===== src/rtl/multicycle_main_ctrl_if.sv =====
// Opcode/handshake inputs and datapath control strobes of the multicycle MIPS main control.
// Optional macro MC_CTRL_BNE_EN adds the pc_write_ncond strobe.
interface multicycle_main_ctrl_if;
  logic [5:0] opcode;
  logic       mem_ready;
  logic       pc_write;
  logic       pc_write_cond;
  logic       i_or_d;
  logic       mem_read;
  logic       mem_write;
  logic       ir_write;
  logic       mem_to_reg;
  logic       reg_dst;
  logic       reg_write;
  logic       alu_src_a;
  logic [1:0] alu_src_b;
  logic [1:0] alu_op;
  logic [1:0] pc_source;
  logic       illegal_op;
  logic       bus_error;
`ifdef MC_CTRL_BNE_EN
  logic       pc_write_ncond;
`endif

  // Controller side: consumes opcode/ready, drives strobes
  modport master (
    input  opcode, mem_ready,
    output pc_write, pc_write_cond, i_or_d, mem_read, mem_write, ir_write,
    output mem_to_reg, reg_dst, reg_write, alu_src_a, alu_src_b, alu_op,
    output pc_source, illegal_op, bus_error
`ifdef MC_CTRL_BNE_EN
    , output pc_write_ncond
`endif
  );

  // Datapath side: supplies opcode/ready, consumes strobes
  modport slave (
    output opcode, mem_ready,
    input  pc_write, pc_write_cond, i_or_d, mem_read, mem_write, ir_write,
    input  mem_to_reg, reg_dst, reg_write, alu_src_a, alu_src_b, alu_op,
    input  pc_source, illegal_op, bus_error
`ifdef MC_CTRL_BNE_EN
    , input pc_write_ncond
`endif
  );
endinterface


===== src/rtl/multicycle_main_ctrl.sv =====
// Main control FSM for the multicycle MIPS datapath. Strobes are registered from the
// next state; only the FETCH ir_write/pc_write are qualified by mem_ready in the same cycle.
// Optional macro MC_CTRL_BNE_EN adds the BNEQ state and the pc_write_ncond strobe.
module multicycle_main_ctrl #(
  parameter int unsigned WAIT_MAX = 255,
  parameter int unsigned WAIT_W   = 8
) (
  input  logic                    clk,
  input  logic                    rst_n,
  multicycle_main_ctrl_if.master  ctrl
);

  localparam logic [5:0] OP_RTYPE = 6'b000000;
  localparam logic [5:0] OP_J     = 6'b000010;
  localparam logic [5:0] OP_BEQ   = 6'b000100;
  localparam logic [5:0] OP_BNE   = 6'b000101;
  localparam logic [5:0] OP_ADDI  = 6'b001000;
  localparam logic [5:0] OP_ORI   = 6'b001101;
  localparam logic [5:0] OP_LW    = 6'b100011;
  localparam logic [5:0] OP_SW    = 6'b101011;

  typedef enum logic [3:0] {
    S_RST, S_FETCH, S_DECODE, S_MEMADR, S_MEMRD, S_MEMWB, S_MEMWR, S_RTYPE,
    S_RWB, S_BRANCH, S_JUMP, S_ADDI, S_ORI, S_IWB, S_ERR, S_BNEQ
  } state_e;

  typedef struct packed {
    logic       pc_write;
    logic       pc_write_cond;
    logic       i_or_d;
    logic       mem_read;
    logic       mem_write;
    logic       mem_to_reg;
    logic       reg_dst;
    logic       reg_write;
    logic       alu_src_a;
    logic [1:0] alu_src_b;
    logic [1:0] alu_op;
    logic [1:0] pc_source;
  } ctrl_t;

  state_e            state_q, state_d;
  logic [WAIT_W-1:0] wait_q, wait_d;
  ctrl_t             ctrl_q, ctrl_d;
  logic              illegal_q, illegal_d;
  logic              bus_err_q, bus_err_d;
  logic              ncond_q, ncond_d;
  logic              mem_state_c;
  logic              fetch_rdy_c;

  // State, wait counter, strobes and sticky error flags
  always_ff @(posedge clk or negedge rst_n) begin
    if (!rst_n) begin
      state_q   <= S_RST;
      wait_q    <= '0;
      ctrl_q    <= '0;
      illegal_q <= 1'b0;
      bus_err_q <= 1'b0;
      ncond_q   <= 1'b0;
    end else begin
      state_q   <= state_d;
      wait_q    <= wait_d;
      ctrl_q    <= ctrl_d;
      illegal_q <= illegal_d;
      bus_err_q <= bus_err_d;
      ncond_q   <= ncond_d;
    end
  end

  // Next state, memory-wait timeout and sticky error capture
  always_comb begin
    state_d     = state_q;
    wait_d      = wait_q;
    illegal_d   = illegal_q;
    bus_err_d   = bus_err_q;
    mem_state_c = (state_q == S_FETCH) || (state_q == S_MEMRD) || (state_q == S_MEMWR);

    case (state_q)
      S_RST:    state_d = S_FETCH;
      S_FETCH:  if (ctrl.mem_ready) state_d = S_DECODE;
      S_DECODE: begin
        case (ctrl.opcode)
          OP_LW, OP_SW: state_d = S_MEMADR;
          OP_RTYPE:     state_d = S_RTYPE;
          OP_BEQ:       state_d = S_BRANCH;
          OP_J:         state_d = S_JUMP;
          OP_ADDI:      state_d = S_ADDI;
          OP_ORI:       state_d = S_ORI;
`ifdef MC_CTRL_BNE_EN
          OP_BNE:       state_d = S_BNEQ;
`endif
          default: begin
            state_d   = S_ERR;
            illegal_d = 1'b1;
          end
        endcase
      end
      S_MEMADR: state_d = (ctrl.opcode == OP_SW) ? S_MEMWR : S_MEMRD;
      S_MEMRD:  if (ctrl.mem_ready) state_d = S_MEMWB;
      S_MEMWB:  state_d = S_FETCH;
      S_MEMWR:  if (ctrl.mem_ready) state_d = S_FETCH;
      S_RTYPE:  state_d = S_RWB;
      S_RWB:    state_d = S_FETCH;
      S_BRANCH: state_d = S_FETCH;
      S_JUMP:   state_d = S_FETCH;
      S_ADDI:   state_d = S_IWB;
      S_ORI:    state_d = S_IWB;
      S_IWB:    state_d = S_FETCH;
      S_ERR:    state_d = S_ERR;
`ifdef MC_CTRL_BNE_EN
      S_BNEQ:   state_d = S_FETCH;
`else
      S_BNEQ:   state_d = S_ERR;
`endif
      default:  state_d = S_ERR;
    endcase

    // A ready on the final allowed cycle still completes normally
    if (mem_state_c) begin
      if (ctrl.mem_ready) begin
        wait_d = '0;
      end else if (wait_q == WAIT_W'(WAIT_MAX - 1)) begin
        state_d   = S_ERR;
        bus_err_d = 1'b1;
      end else begin
        wait_d = wait_q + WAIT_W'(1);
      end
    end

    if ((state_d != state_q) &&
        ((state_d == S_FETCH) || (state_d == S_MEMRD) || (state_d == S_MEMWR))) begin
      wait_d = '0;
    end
  end

  // Strobe decode of the state being entered; IWB keeps the ALU selects of ADDI/ORI
  always_comb begin
    ctrl_d  = '0;
    ncond_d = 1'b0;
    case (state_d)
      S_FETCH: begin
        ctrl_d.mem_read  = 1'b1;
        ctrl_d.alu_src_b = 2'b01;
      end
      S_DECODE: ctrl_d.alu_src_b = 2'b11;
      S_MEMADR: begin
        ctrl_d.alu_src_a = 1'b1;
        ctrl_d.alu_src_b = 2'b10;
      end
      S_MEMRD: begin
        ctrl_d.mem_read = 1'b1;
        ctrl_d.i_or_d   = 1'b1;
      end
      S_MEMWB: begin
        ctrl_d.reg_write  = 1'b1;
        ctrl_d.mem_to_reg = 1'b1;
      end
      S_MEMWR: begin
        ctrl_d.mem_write = 1'b1;
        ctrl_d.i_or_d    = 1'b1;
      end
      S_RTYPE: begin
        ctrl_d.alu_src_a = 1'b1;
        ctrl_d.alu_op    = 2'b10;
      end
      S_RWB: begin
        ctrl_d.reg_dst   = 1'b1;
        ctrl_d.reg_write = 1'b1;
        ctrl_d.alu_op    = 2'b10;
      end
      S_BRANCH: begin
        ctrl_d.alu_src_a     = 1'b1;
        ctrl_d.alu_op        = 2'b01;
        ctrl_d.pc_write_cond = 1'b1;
        ctrl_d.pc_source     = 2'b01;
      end
      S_JUMP: begin
        ctrl_d.pc_write  = 1'b1;
        ctrl_d.pc_source = 2'b10;
      end
      S_ADDI: begin
        ctrl_d.alu_src_a = 1'b1;
        ctrl_d.alu_src_b = 2'b10;
      end
      S_ORI: begin
        ctrl_d.alu_src_a = 1'b1;
        ctrl_d.alu_src_b = 2'b10;
        ctrl_d.alu_op    = 2'b11;
      end
      S_IWB: begin
        ctrl_d.reg_write = 1'b1;
        ctrl_d.alu_src_a = ctrl_q.alu_src_a;
        ctrl_d.alu_src_b = ctrl_q.alu_src_b;
        ctrl_d.alu_op    = ctrl_q.alu_op;
      end
`ifdef MC_CTRL_BNE_EN
      S_BNEQ: begin
        ctrl_d.alu_src_a = 1'b1;
        ctrl_d.alu_op    = 2'b01;
        ctrl_d.pc_source = 2'b01;
        ncond_d          = 1'b1;
      end
`endif
      default: ctrl_d = '0;
    endcase
  end

  // FETCH only latches IR / advances PC in the cycle memory delivers
  assign fetch_rdy_c = (state_q == S_FETCH) && ctrl.mem_ready;

  assign ctrl.pc_write      = ctrl_q.pc_write | fetch_rdy_c;
  assign ctrl.ir_write      = fetch_rdy_c;
  assign ctrl.pc_write_cond = ctrl_q.pc_write_cond;
  assign ctrl.i_or_d        = ctrl_q.i_or_d;
  assign ctrl.mem_read      = ctrl_q.mem_read;
  assign ctrl.mem_write     = ctrl_q.mem_write;
  assign ctrl.mem_to_reg    = ctrl_q.mem_to_reg;
  assign ctrl.reg_dst       = ctrl_q.reg_dst;
  assign ctrl.reg_write     = ctrl_q.reg_write;
  assign ctrl.alu_src_a     = ctrl_q.alu_src_a;
  assign ctrl.alu_src_b     = ctrl_q.alu_src_b;
  assign ctrl.alu_op        = ctrl_q.alu_op;
  assign ctrl.pc_source     = ctrl_q.pc_source;
  assign ctrl.illegal_op    = illegal_q;
  assign ctrl.bus_error     = bus_err_q;
`ifdef MC_CTRL_BNE_EN
  assign ctrl.pc_write_ncond = ncond_q;
`else
  logic unused_ncond;
  assign unused_ncond = ncond_q;
`endif

endmodule


===== src/flat_wrapper.sv =====
// flat-port wrapper written by rule: the top's interface ports become plain ports
module multicycle_main_ctrl_flat 
#(
  parameter int unsigned WAIT_MAX = 255,
  parameter int unsigned WAIT_W   = 8
)
  (clk, rst_n, ctrl_opcode, ctrl_mem_ready, ctrl_pc_write, ctrl_pc_write_cond, ctrl_i_or_d, ctrl_mem_read, ctrl_mem_write, ctrl_ir_write, ctrl_mem_to_reg, ctrl_reg_dst, ctrl_reg_write, ctrl_alu_src_a, ctrl_alu_src_b, ctrl_alu_op, ctrl_pc_source, ctrl_illegal_op, ctrl_bus_error);
  multicycle_main_ctrl_if ctrl_i ();
  input  logic clk;
  input  logic rst_n;
  input wire logic [$bits(ctrl_i.opcode)-1:0] ctrl_opcode;
  input wire logic [$bits(ctrl_i.mem_ready)-1:0] ctrl_mem_ready;
  output wire logic [$bits(ctrl_i.pc_write)-1:0] ctrl_pc_write;
  output wire logic [$bits(ctrl_i.pc_write_cond)-1:0] ctrl_pc_write_cond;
  output wire logic [$bits(ctrl_i.i_or_d)-1:0] ctrl_i_or_d;
  output wire logic [$bits(ctrl_i.mem_read)-1:0] ctrl_mem_read;
  output wire logic [$bits(ctrl_i.mem_write)-1:0] ctrl_mem_write;
  output wire logic [$bits(ctrl_i.ir_write)-1:0] ctrl_ir_write;
  output wire logic [$bits(ctrl_i.mem_to_reg)-1:0] ctrl_mem_to_reg;
  output wire logic [$bits(ctrl_i.reg_dst)-1:0] ctrl_reg_dst;
  output wire logic [$bits(ctrl_i.reg_write)-1:0] ctrl_reg_write;
  output wire logic [$bits(ctrl_i.alu_src_a)-1:0] ctrl_alu_src_a;
  output wire logic [$bits(ctrl_i.alu_src_b)-1:0] ctrl_alu_src_b;
  output wire logic [$bits(ctrl_i.alu_op)-1:0] ctrl_alu_op;
  output wire logic [$bits(ctrl_i.pc_source)-1:0] ctrl_pc_source;
  output wire logic [$bits(ctrl_i.illegal_op)-1:0] ctrl_illegal_op;
  output wire logic [$bits(ctrl_i.bus_error)-1:0] ctrl_bus_error;
  assign ctrl_i.opcode = ctrl_opcode;
  assign ctrl_i.mem_ready = ctrl_mem_ready;
  assign ctrl_pc_write = ctrl_i.pc_write;
  assign ctrl_pc_write_cond = ctrl_i.pc_write_cond;
  assign ctrl_i_or_d = ctrl_i.i_or_d;
  assign ctrl_mem_read = ctrl_i.mem_read;
  assign ctrl_mem_write = ctrl_i.mem_write;
  assign ctrl_ir_write = ctrl_i.ir_write;
  assign ctrl_mem_to_reg = ctrl_i.mem_to_reg;
  assign ctrl_reg_dst = ctrl_i.reg_dst;
  assign ctrl_reg_write = ctrl_i.reg_write;
  assign ctrl_alu_src_a = ctrl_i.alu_src_a;
  assign ctrl_alu_src_b = ctrl_i.alu_src_b;
  assign ctrl_alu_op = ctrl_i.alu_op;
  assign ctrl_pc_source = ctrl_i.pc_source;
  assign ctrl_illegal_op = ctrl_i.illegal_op;
  assign ctrl_bus_error = ctrl_i.bus_error;
  multicycle_main_ctrl #(.WAIT_MAX(WAIT_MAX), .WAIT_W(WAIT_W)) u_core (.clk(clk), .rst_n(rst_n), .ctrl(ctrl_i));
endmodule

===== config.mk =====
export PLATFORM = sky130hd
export DESIGN_NAME = multicycle_main_ctrl_flat
export DESIGN_NICKNAME = d
export VERILOG_FILES = /design/src/rtl/multicycle_main_ctrl_if.sv /design/src/rtl/multicycle_main_ctrl.sv /design/src/flat_wrapper.sv
export SDC_FILE = /design/constraint.sdc
export NUM_CORES = 1
export LEC_CHECK = 0
export ABC_CLOCK_PERIOD_IN_PS = 3100
export BUFFER_PORTS_ARGS = -buffer_cell sky130_fd_sc_hd__buf_2
export CORE_MARGIN = 8
export CORE_UTILIZATION = 50
export CTS_CLUSTER_DIAMETER = 30
export DETAILED_ROUTE_END_ITERATION = 12
export PLACE_DENSITY = 0.72
export SLEW_MARGIN = 20
export SYNTH_ARGS = -nofsm -noshare
export SYNTH_HDL_FRONTEND = slang
export SYNTH_SLANG_ARGS = --single-unit

===== constraint.sdc =====
create_clock -name clk -period 3.1 [get_ports clk]
set_clock_uncertainty 0.2 [all_clocks]
set_input_delay 0.465 -clock clk [delete_from_list [all_inputs] [get_ports clk]]
set_output_delay 0.465 -clock clk [all_outputs]
set_load 0.005 [all_outputs]

### Word level (Yosys, flattened, before mapping)

Index checks and enable logic that the tools add are counted.

* word-level logic and storage cells: 105
* register bits after elaboration: 29
* bits of input ports: 9
* output and inout port bits: 18

* equal/unequal tests: 37
* multiplexer cells: 25
* add/sub/neg operators: 1
* reductions and logical operators: 23
* bitwise operators: 3

Operator list (number)
* $eq 4x4->1 const B: 14
* $pmux 4 s9: 1
* $eq 4x3->1 const B: 8
* $mux 8: 4
* $mux 4: 6
* $pmux 4 s6: 1
* $eq 4x2->1 const B: 4
* $pmux 2 s4: 2
* $eq 6x4->1 const B: 2
* $eq 6x6->1 const B: 2
* $reduce_or 2->1: 6
* $add 8x1->8 const B: 1
* $eq 4x1->1 const B: 2
* $eq 8x8->1 const B: 1
* $mux 1: 8
* $reduce_or 7->1: 1
* $eq 6x2->1 const B: 1
* $eq 6x3->1 const B: 1
* $logic_not 6->1: 1
* $reduce_or 3->1: 2
* $reduce_or 6->1: 1
* $reduce_or 5->1: 1
* $logic_not 4->1: 1
* $logic_or 1x1->1: 4
* 11 further kinds: 14

### Depth between registers and ports, before layout

Gate-level depths: netlist (run 1).

* depth after elaboration: 13
* gate-level depth with buffers: 9
* depth with buffers taken out: 9

### Worst setup path before layout (run 1)

No wires, ideal clock.

* path type: in2reg
* from: in ctrl_opcode[1]
* to: reg u_core.wait_q[0]
* path slack: 678 ps
* stages: 8
* data required time: 2770 ps
* path buffers: 1
* arrival time: 2092 ps
* cell sequence: buf_6 -> or4b_4 -> o21ai_2 -> o211ai_4 -> or2_0 -> o311a_2 -> a32oi_4 -> nor2_1

* cells in the longest elaborated chain, start to end: 13
* elaborated cells between the ends (all ways): 25
* classes of those cells: 11 x eq/ne; 7 x mux; 7 x reduce/logical

RTL lines
* from (decl): line flat_wrapper.sv:11 `input wire logic [$bits(ctrl_i.opcode)-1:0] ctrl_opcode;`
* $eq 6x6->1 (on tied branches): line multicycle_main_ctrl.sv:82, multicycle_main_ctrl.sv:98
* $reduce_or 2->1: line multicycle_main_ctrl.sv:82 `case (ctrl.opcode)`
* $pmux 4 s6: line multicycle_main_ctrl.sv:82
* $pmux 4 s9 (*): line multicycle_main_ctrl.sv:78 `case (state_q)`
* $mux 4: line multicycle_main_ctrl.sv:122 `end else if (wait_q == WAIT_W'(WAIT_MAX - 1)) begin`
* $mux 4: line multicycle_main_ctrl.sv:120 `if (ctrl.mem_ready) begin`
* $mux 4 (*): line multicycle_main_ctrl.sv:119 `if (mem_state_c) begin`
* $eq 4x1->1 or $eq 4x3->1 (tied branches): line multicycle_main_ctrl.sv:131 `((state_d == S_FETCH) || (state_d == S_MEMRD) || (state_d == S_MEMWR))) begin`
* $logic_or 1x1->1 (2 in a row): line multicycle_main_ctrl.sv:131
* $logic_and 1x1->1 (*): line multicycle_main_ctrl.sv:130 `if ((state_d != state_q) &&`
* $ne 3x3->1 (no source line) or $reduce_bool 2->1 (tied branches)
* $reduce_and 2->1 (no source line)
* to (signal assigned): line multicycle_main_ctrl.sv:62 `wait_q <= wait_d;`
* to (decl): line multicycle_main_ctrl.sv:43 `logic [WAIT_W-1:0] wait_q, wait_d;`

Mark *: on every way between the ends. The rest lies on a longest branch, timed or not.
A chain may end at the register's enable or synchronous reset.

### Worst setup path in the final report (run 1)

* from: reg u_core.state_q[2]
* to: reg u_core.wait_q[5]

* cells in the longest elaborated chain, start to end: 12
* elaborated cells between the ends (all ways): 39
* classes of those cells: 20 x eq/ne; 8 x mux; 11 x reduce/logical

RTL lines
* from (decl): line multicycle_main_ctrl.sv:42 `state_e state_q, state_d;`
* from (signal assigned): line multicycle_main_ctrl.sv:61 `state_q <= state_d;`
* $eq 4x3->1, or another cell as far along: line multicycle_main_ctrl.sv:78
* $reduce_or 6->1 (no source line) or $reduce_or 2->1 (tied branches)
* $pmux 4 s9: line multicycle_main_ctrl.sv:78
* $mux 4: line multicycle_main_ctrl.sv:122
* $mux 4: line multicycle_main_ctrl.sv:120
* $mux 4 (*): line multicycle_main_ctrl.sv:119
* via u_core.state_d[2]: line multicycle_main_ctrl.sv:42
* $eq 4x1->1 or $eq 4x3->1 (tied branches): line multicycle_main_ctrl.sv:131
* $logic_or 1x1->1 (2 in a row): line multicycle_main_ctrl.sv:131
* $logic_and 1x1->1 (*): line multicycle_main_ctrl.sv:130
* $ne 3x3->1 (no source line) or $reduce_bool 2->1 (tied branches)
* $reduce_and 2->1 (no source line)

Mark *: on every way through the listed nets, which the timed path passes. The rest lies on a longest branch.

==> impl_metrics.json, run 1 <==
{
  "outcome": "finished, final reports clean",
  "placed_area_um2": 1854,
  "synth_common_cells": "dfrtp_1 (28), nor2_1 (27), nand2_1 (18)",
  "synth_cell_types": 52,
  "holdPathStages": 1,
  "antenna_found_initial": 0,
  "antenna_left": 0,
  "cts_tree": "built",
  "top_regs": "u_core.wait_q: 8 flops, u_core.state_q: 4 flops",
  "yosysMostFrequentCell": "dfrtp_1",
  "drc": 0,
  "maxCapViolCount": 0,
  "power.density_nw_per_um2": 874.1,
  "endpoint_kind": "flip-flop",
  "stdcell_area_um2": 1901,
  "hp-start": "u_core.ctrl.bus_error",
  "netlist_area_um2": 1757,
  "cts_buffers": 3,
  "synth_flop_cell": "dfrtp_1",
  "min_period_ns": 2.716,
  "path_class": "reg -> reg",
  "hold_class": "reg -> reg",
  "largest_reg_flops": 8,
  "ys_warn_count": 0,
  "vias_per_cell": 5.788,
  "maxSlewHeadroom_pct": 58.85,
  "worst_pin_slew_ns": 0.6173,
  "synth_edf_count": 0,
  "htreeDepth": 1,
  "cp.required_ns": 3.13,
  "num-nets-final": 221,
  "avgSynthCellArea_um2": 9.149,
  "reg2regPathDepth": 7,
  "synth.top_cell.area_share_pct": 39.89,
  "die_h_um": 75.28,
  "routed_wl_um": 3747,
  "io-pin-count": 27,
  "root_buffer": "clkbuf_4",
  "dr.pass1.iters": 4,
  "dp_hpwl_um": 2817,
  "grt_pass1_wl_um": 6403,
  "start_kind": "flip-flop",
  "worstPathArrival_ns": 2.75,
  "ir_worst_vdd_v": 0.0004216,
  "overflow": 0,
  "cp_max_fo": 10,
  "synth-seq-cells": 28,
  "grt_pass1_vias": 1391,
  "cts_hold_buf": 1,
  "dr_wl_met3_um": 224,
  "wl_met1_um": 1605,
  "fin_total_pwr_w": 0.001661,
  "whs_endpoint": "u_core.ctrl.bus_error",
  "fin_crit_sh_pct": 87.63,
  "place.gp.congestion": 0.9296,
  "wl_per_cell_um": 14.69,
  "p_leak_nw": 0.9141,
  "met2_length_um": 1841,
  "synth-seq-area-share_pct": 39.89,
  "final_layout_size_suffix_gt1_share_pct": 23.92,
  "synthTopCellsByArea": "dfrtp_1 (40%), nor2_1 (5.8%), nand2_1 (3.8%)",
  "fmaxAchievable_ghz": 0.3681,
  "core_um2": 3363,
  "portBuffers": 26,
  "dr_total_vias": 1476,
  "rsz0062_at_grt": "false",
  "cts.clk_slew.worst_paths_ns": 0.16,
  "grt_usage_pct": 14.59,
  "start_util_pct": 52.23,
  "cts_buffer_depth": 2,
  "synth_cells": 192,
  "die_x_um": 75.28,
  "die_area_um2": 5666,
  "antenna_cells": 0,
  "highest_layer": "met4",
  "drv_slew": 0,
  "ys_async_sr_fraction_pct": 100.0,
  "r2r_start": "u_core.state_q[2]",
  "clkLatencyLatePin_ns": 0.35,
  "finalHoldViolCount": 0,
  "cts_resized": 0,
  "grt_max_degree": 29,
  "r2r-end": "u_core.wait_q[5]",
  "largest-register": "u_core.wait_q",
  "dr.first_iter.drc_count": 168,
  "tns_ns": 0,
  "holdWs_ns": 0.2776,
  "synth_top_cell_by_area": "dfrtp_1",
  "reg2reg_slack_ns": 0.38,
  "syn_nets": 203,
  "setup_violations": 0,
  "post-cts-setup-buffers": 0,
  "clock_sinks": 28,
  "synthToLayoutAreaGrowth_pct": 8.191,
  "row_count": 21
}
## final cells by class
| type | instances | area (um2) |
|---|---|---|
| Tap cell | 46 | 57.56 |
| Fill cell | 321 | 1463 |
| Timing Repair Buffer | 29 | 155.1 |
| Sequential cell | 28 | 700.7 |
| Inverter | 9 | 33.78 |
| Multi-Input combinational cell | 139 | 917.1 |
| Clock buffer | 4 | 36.28 |
## worst max-delay path, stage by stage (launching register included)
cell and delay [ns]:
dfrtp_1 0.55, nand2b_1 0.33, a2bb2oi_1 0.36, nor2_1 0.13, nand3b_2 0.33, xnor2_1 0.22, a32oi_4 0.39, nor2_1 0.09
## through the flow
stage                     util [%]  std cells  worst slack (ns)
after floorplan                  -        192            0.6782
after global placement       55.13        250            0.4707
after detailed placement     55.13        250            0.4000
after CTS                    56.51        255            0.4146
after global routing         56.51        255            0.1804
final                        56.51        255            0.3836
## cell families after synthesis
family | after synthesis | share of synthesized area (%)
AND/OR/NAND/NOR | 87 | 27.07
XOR/XNOR | 11 | 5.484
AO/OA/AOI/OAI | 39 | 18.23
flip-flops | 28 | 39.89
buffers and inverters | 25 | 7.906
adder cells (fa/ha/maj) | 2 | 1.424
## report_power, final
| part | internal, W | switching, W | leakage (nW) |
|---|---|---|---|
| sequential | 0.000456 | 0.0000850 | 0.374 |
| clock | 0.0000722 | 0.000113 | 0.0210 |
| combinational | 0.000367 | 0.000569 | 0.519 |
| total | 0.000895 | 0.000766 | 0.914 |
## cells in the final DEF (no fill, tap or decap), drive strengths merged, types with 2 or more instances in the layout
master,Yosys,final
dfrtp,28,28
nor2,28,28
buf,14,28
nand2,18,18
o21ai,11,11
inv,9,9
nand3,8,8
xor2,7,7
a21oi,7,7
nand4,5,5
xnor2,4,4
nor3,4,4
nor4b,4,4
nor4,4,4
clkbuf,2,4
a31oi,3,3
o211ai,3,3
or3,3,3
and3,2,2
nand2b,2,2
nor2b,2,2
a2bb2oi,2,2
o21a,2,2
a221o,2,2
ha,2,2
and2,2,2
or2,2,2
## how the worst max path moves through the flow
stage | from | to | slack [ns] | cells past startpoint
floorplan | ctrl_opcode[1] | u_core.wait_q[0] | 0.68 | 8
global placement | ctrl_opcode[1] | u_core.wait_q[1] | 0.47 | 8
detailed placement | ctrl_opcode[1] | u_core.wait_q[2] | 0.40 | 8
CTS | u_core.state_q[2] | u_core.wait_q[5] | 0.41 | 7
global route | u_core.state_q[2] | u_core.wait_q[5] | 0.18 | 7
finish | u_core.state_q[2] | u_core.wait_q[5] | 0.38 | 7
## layer usage
layer	up-vias	GRT usage, %
met5	-	0
li1	711	-
met4	0	5.970
met3	9	3.462
met2	37	24.28
met1	719	17.58
Note: power is estimated with default switching activity, not from simulation.
==> run 2, diff against run 1 <==
Settings changed: ABC_CLOCK_PERIOD_IN_PS 3100 to 2500.
Clock period 3.1 ns to 2.5 ns, I/O delays scaled along.
==> run 2 against run 1 <==
Against the previous run: die area is the same; first-iteration DRC count shrank 60%; wire length grew 9.8%; register-to-register slack lost 0.27 ns; critical path depth is the same; sequential share of layout area shrank 3.4 points; final area grew 10%; maximum frequency grew 14%; largest power group unchanged; highest routed layer unchanged.
==> impl_metrics.json, run 2 (same netlist as run 1, synthesis figures left out) <==
{
  "outcome": "finished, final reports clean",
  "grt_pass1_vias": 1464,
  "r2r-end": "u_core.wait_q[5]",
  "endpoint_kind": "flip-flop",
  "cts_buffers": 3,
  "start_util_pct": 52.23,
  "grt_usage_pct": 15.32,
  "antenna_found_initial": 0,
  "largest-register": "u_core.wait_q",
  "routed_wl_um": 4116,
  "synthToLayoutAreaGrowth_pct": 19.52,
  "n_fill_cell": 294,
  "hp-start": "ctrl_mem_ready",
  "p_leak_nw": 1.019,
  "r2r_start": "u_core.state_q[0]",
  "dr.pass1.iters": 4,
  "final_core_util_pct": 62.43,
  "clkLatencyLatePin_ns": 0.33,
  "holdPathStages": 2,
  "drv_slew": 0,
  "grt_max_degree": 29,
  "row_count": 21,
  "antenna_left": 0,
  "wl_per_cell_um": 14.97,
  "path_class": "reg -> reg",
  "holdWs_ns": 0.2006,
  "clock_sinks": 28,
  "cp.required_ns": 2.52,
  "maxCapViolCount": 0,
  "min_period_ns": 2.387,
  "die_h_um": 75.28,
  "cts_buffer_depth": 2,
  "power.density_nw_per_um2": 1125,
  "fmaxAchievable_ghz": 0.4190,
  "top_regs": "u_core.wait_q: 8 flops, u_core.state_q: 4 flops",
  "place_ws_ns": 0.01815,
  "reg2regPathDepth": 7,
  "grt_pass1_wl_um": 6672,
  "placed_area_um2": 2002,
  "largest_reg_flops": 8,
  "cp_max_fo": 12,
  "cts.clk_slew.worst_paths_ns": 0.15,
  "drc": 0,
  "maxSlewHeadroom_pct": 58.61,
  "fin_crit_sh_pct": 95.47,
  "dp_hpwl_um": 3221,
  "final_cell_mix": "buf_2 (26), dfrtp_1 (26), nor2_1 (25)",
  "whs_endpoint": "u_core.ctrl.mem_to_reg",
  "die_area_um2": 5666,
  "overflow": 0,
  "hold_class": "in -> reg",
  "cts_tree": "built",
  "io-pin-count": 27,
  "worstPathArrival_ns": 2.41,
  "fin_ws_ns": 0.1133,
  "dr.first_iter.drc_count": 68,
  "dr_total_vias": 1514,
  "ir_worst_vdd_v": 0.0004616,
  "vias_per_cell": 5.505,
  "place.gp.congestion": 0.9397,
  "htreeDepth": 1,
  "root_buffer": "clkbuf_4",
  "worst_pin_slew_ns": 0.6208,
  "finalHoldViolCount": 0,
  "stdcell_area_um2": 2100,
  "num-nets-final": 241,
  "start_kind": "flip-flop",
  "die_x_um": 75.28,
  "setup_violations": 0,
  "reg2reg_slack_ns": 0.11,
  "core_um2": 3363,
  "antenna_cells": 0,
  "final_layout_size_suffix_gt1_share_pct": 33.62,
  "portBuffers": 26
}
## run 2: cell types whose count changed in the layout (fill, tap and decap cells not counted)
cell / before / now
bufinv_16: 0 / 1
nand2_1: 18 / 17
buf_12: 0 / 1
dfrtp_1: 28 / 26
o2111ai_2: 0 / 1
o2111ai_1: 1 / 0
o21ai_1: 4 / 3
buf_4: 2 / 21
nor2_1: 27 / 25
o21ai_2: 3 / 4
clkbuf_8: 1 / 0
nor2_2: 1 / 3
dfrtp_2: 0 / 2
nand2_2: 0 / 1
## run 2: critical path, cell delays in order, from the launching register on
cell and delay (ns):
dfrtp_1 0.44, buf_12 0.16, nor4b_4 0.28, o2111ai_2 0.20
and2_4 0.20, or3_4 0.39, a32oi_4 0.31, nor2_1 0.09
## run 2: cell type report
class	instances	area, um2	area share, %
clock buffer	3	22.52	1.073
clock inverter	1	30.03	1.430
inverter	9	33.78	1.609
multi-input combinational	139	934.6	44.52
sequential	28	703.2	33.49
tap	46	57.56	2.741
timing repair buffer	49	317.8	15.14
## run 2: how the worst max path moves through the flow
stage / startpoint / endpoint / slack, ns / cells past startpoint
CTS: u_core.state_q[1] / u_core.wait_q[5] / 0.05 / 6
global placement: ctrl_opcode[1] / u_core.wait_q[1] / 0.07 / 8
finish: u_core.state_q[0] / u_core.wait_q[5] / 0.11 / 7
floorplan: ctrl_opcode[1] / u_core.wait_q[0] / 0.17 / 8
detailed placement: ctrl_opcode[1] / u_core.wait_q[2] / 0.02 / 8
global route: u_core.wait_q[0] / u_core.wait_q[2] / -0.02 / 9
## run 2: routing by layer
metal	wire length [um]	vias up	part of all wire [%]	global-route usage [%]
met1	1590	727	39	17.15
li1	-	743	-	-
met4	52	0	1.3	5.330
met3	233	6	5.7	2.130
met5	0	-	0	0
met2	2239	38	54	28.60
## run 2: repair_timing
action	4_1_cts	5_1_grt
endpoints found under the hold margin	28	0
buffers inserted	0	2
gates resized for setup	0	7
hold buffers	1	0
endpoints found under the setup margin	0	8
## run 2: power by group
part	total (W)	internal [W]	switching, W
combinational	0.00140	0.000632	0.000770
sequential	0.000662	0.000568	0.0000936
clock	0.000297	0.000162	0.000135
total	0.00236	0.00136	0.000998
## run 2: metrics by stage
step / total power, W / std cells / setup TNS (ns)
floorplan: 0.001584 / 192 / 0
global placement: 0.001996 / 268 / 0
detailed placement: 0.002039 / 268 / 0
CTS: 0.002344 / 273 / 0
global route: 0.002537 / 275 / -0.03978
finish: 0.002361 / 275 / 0
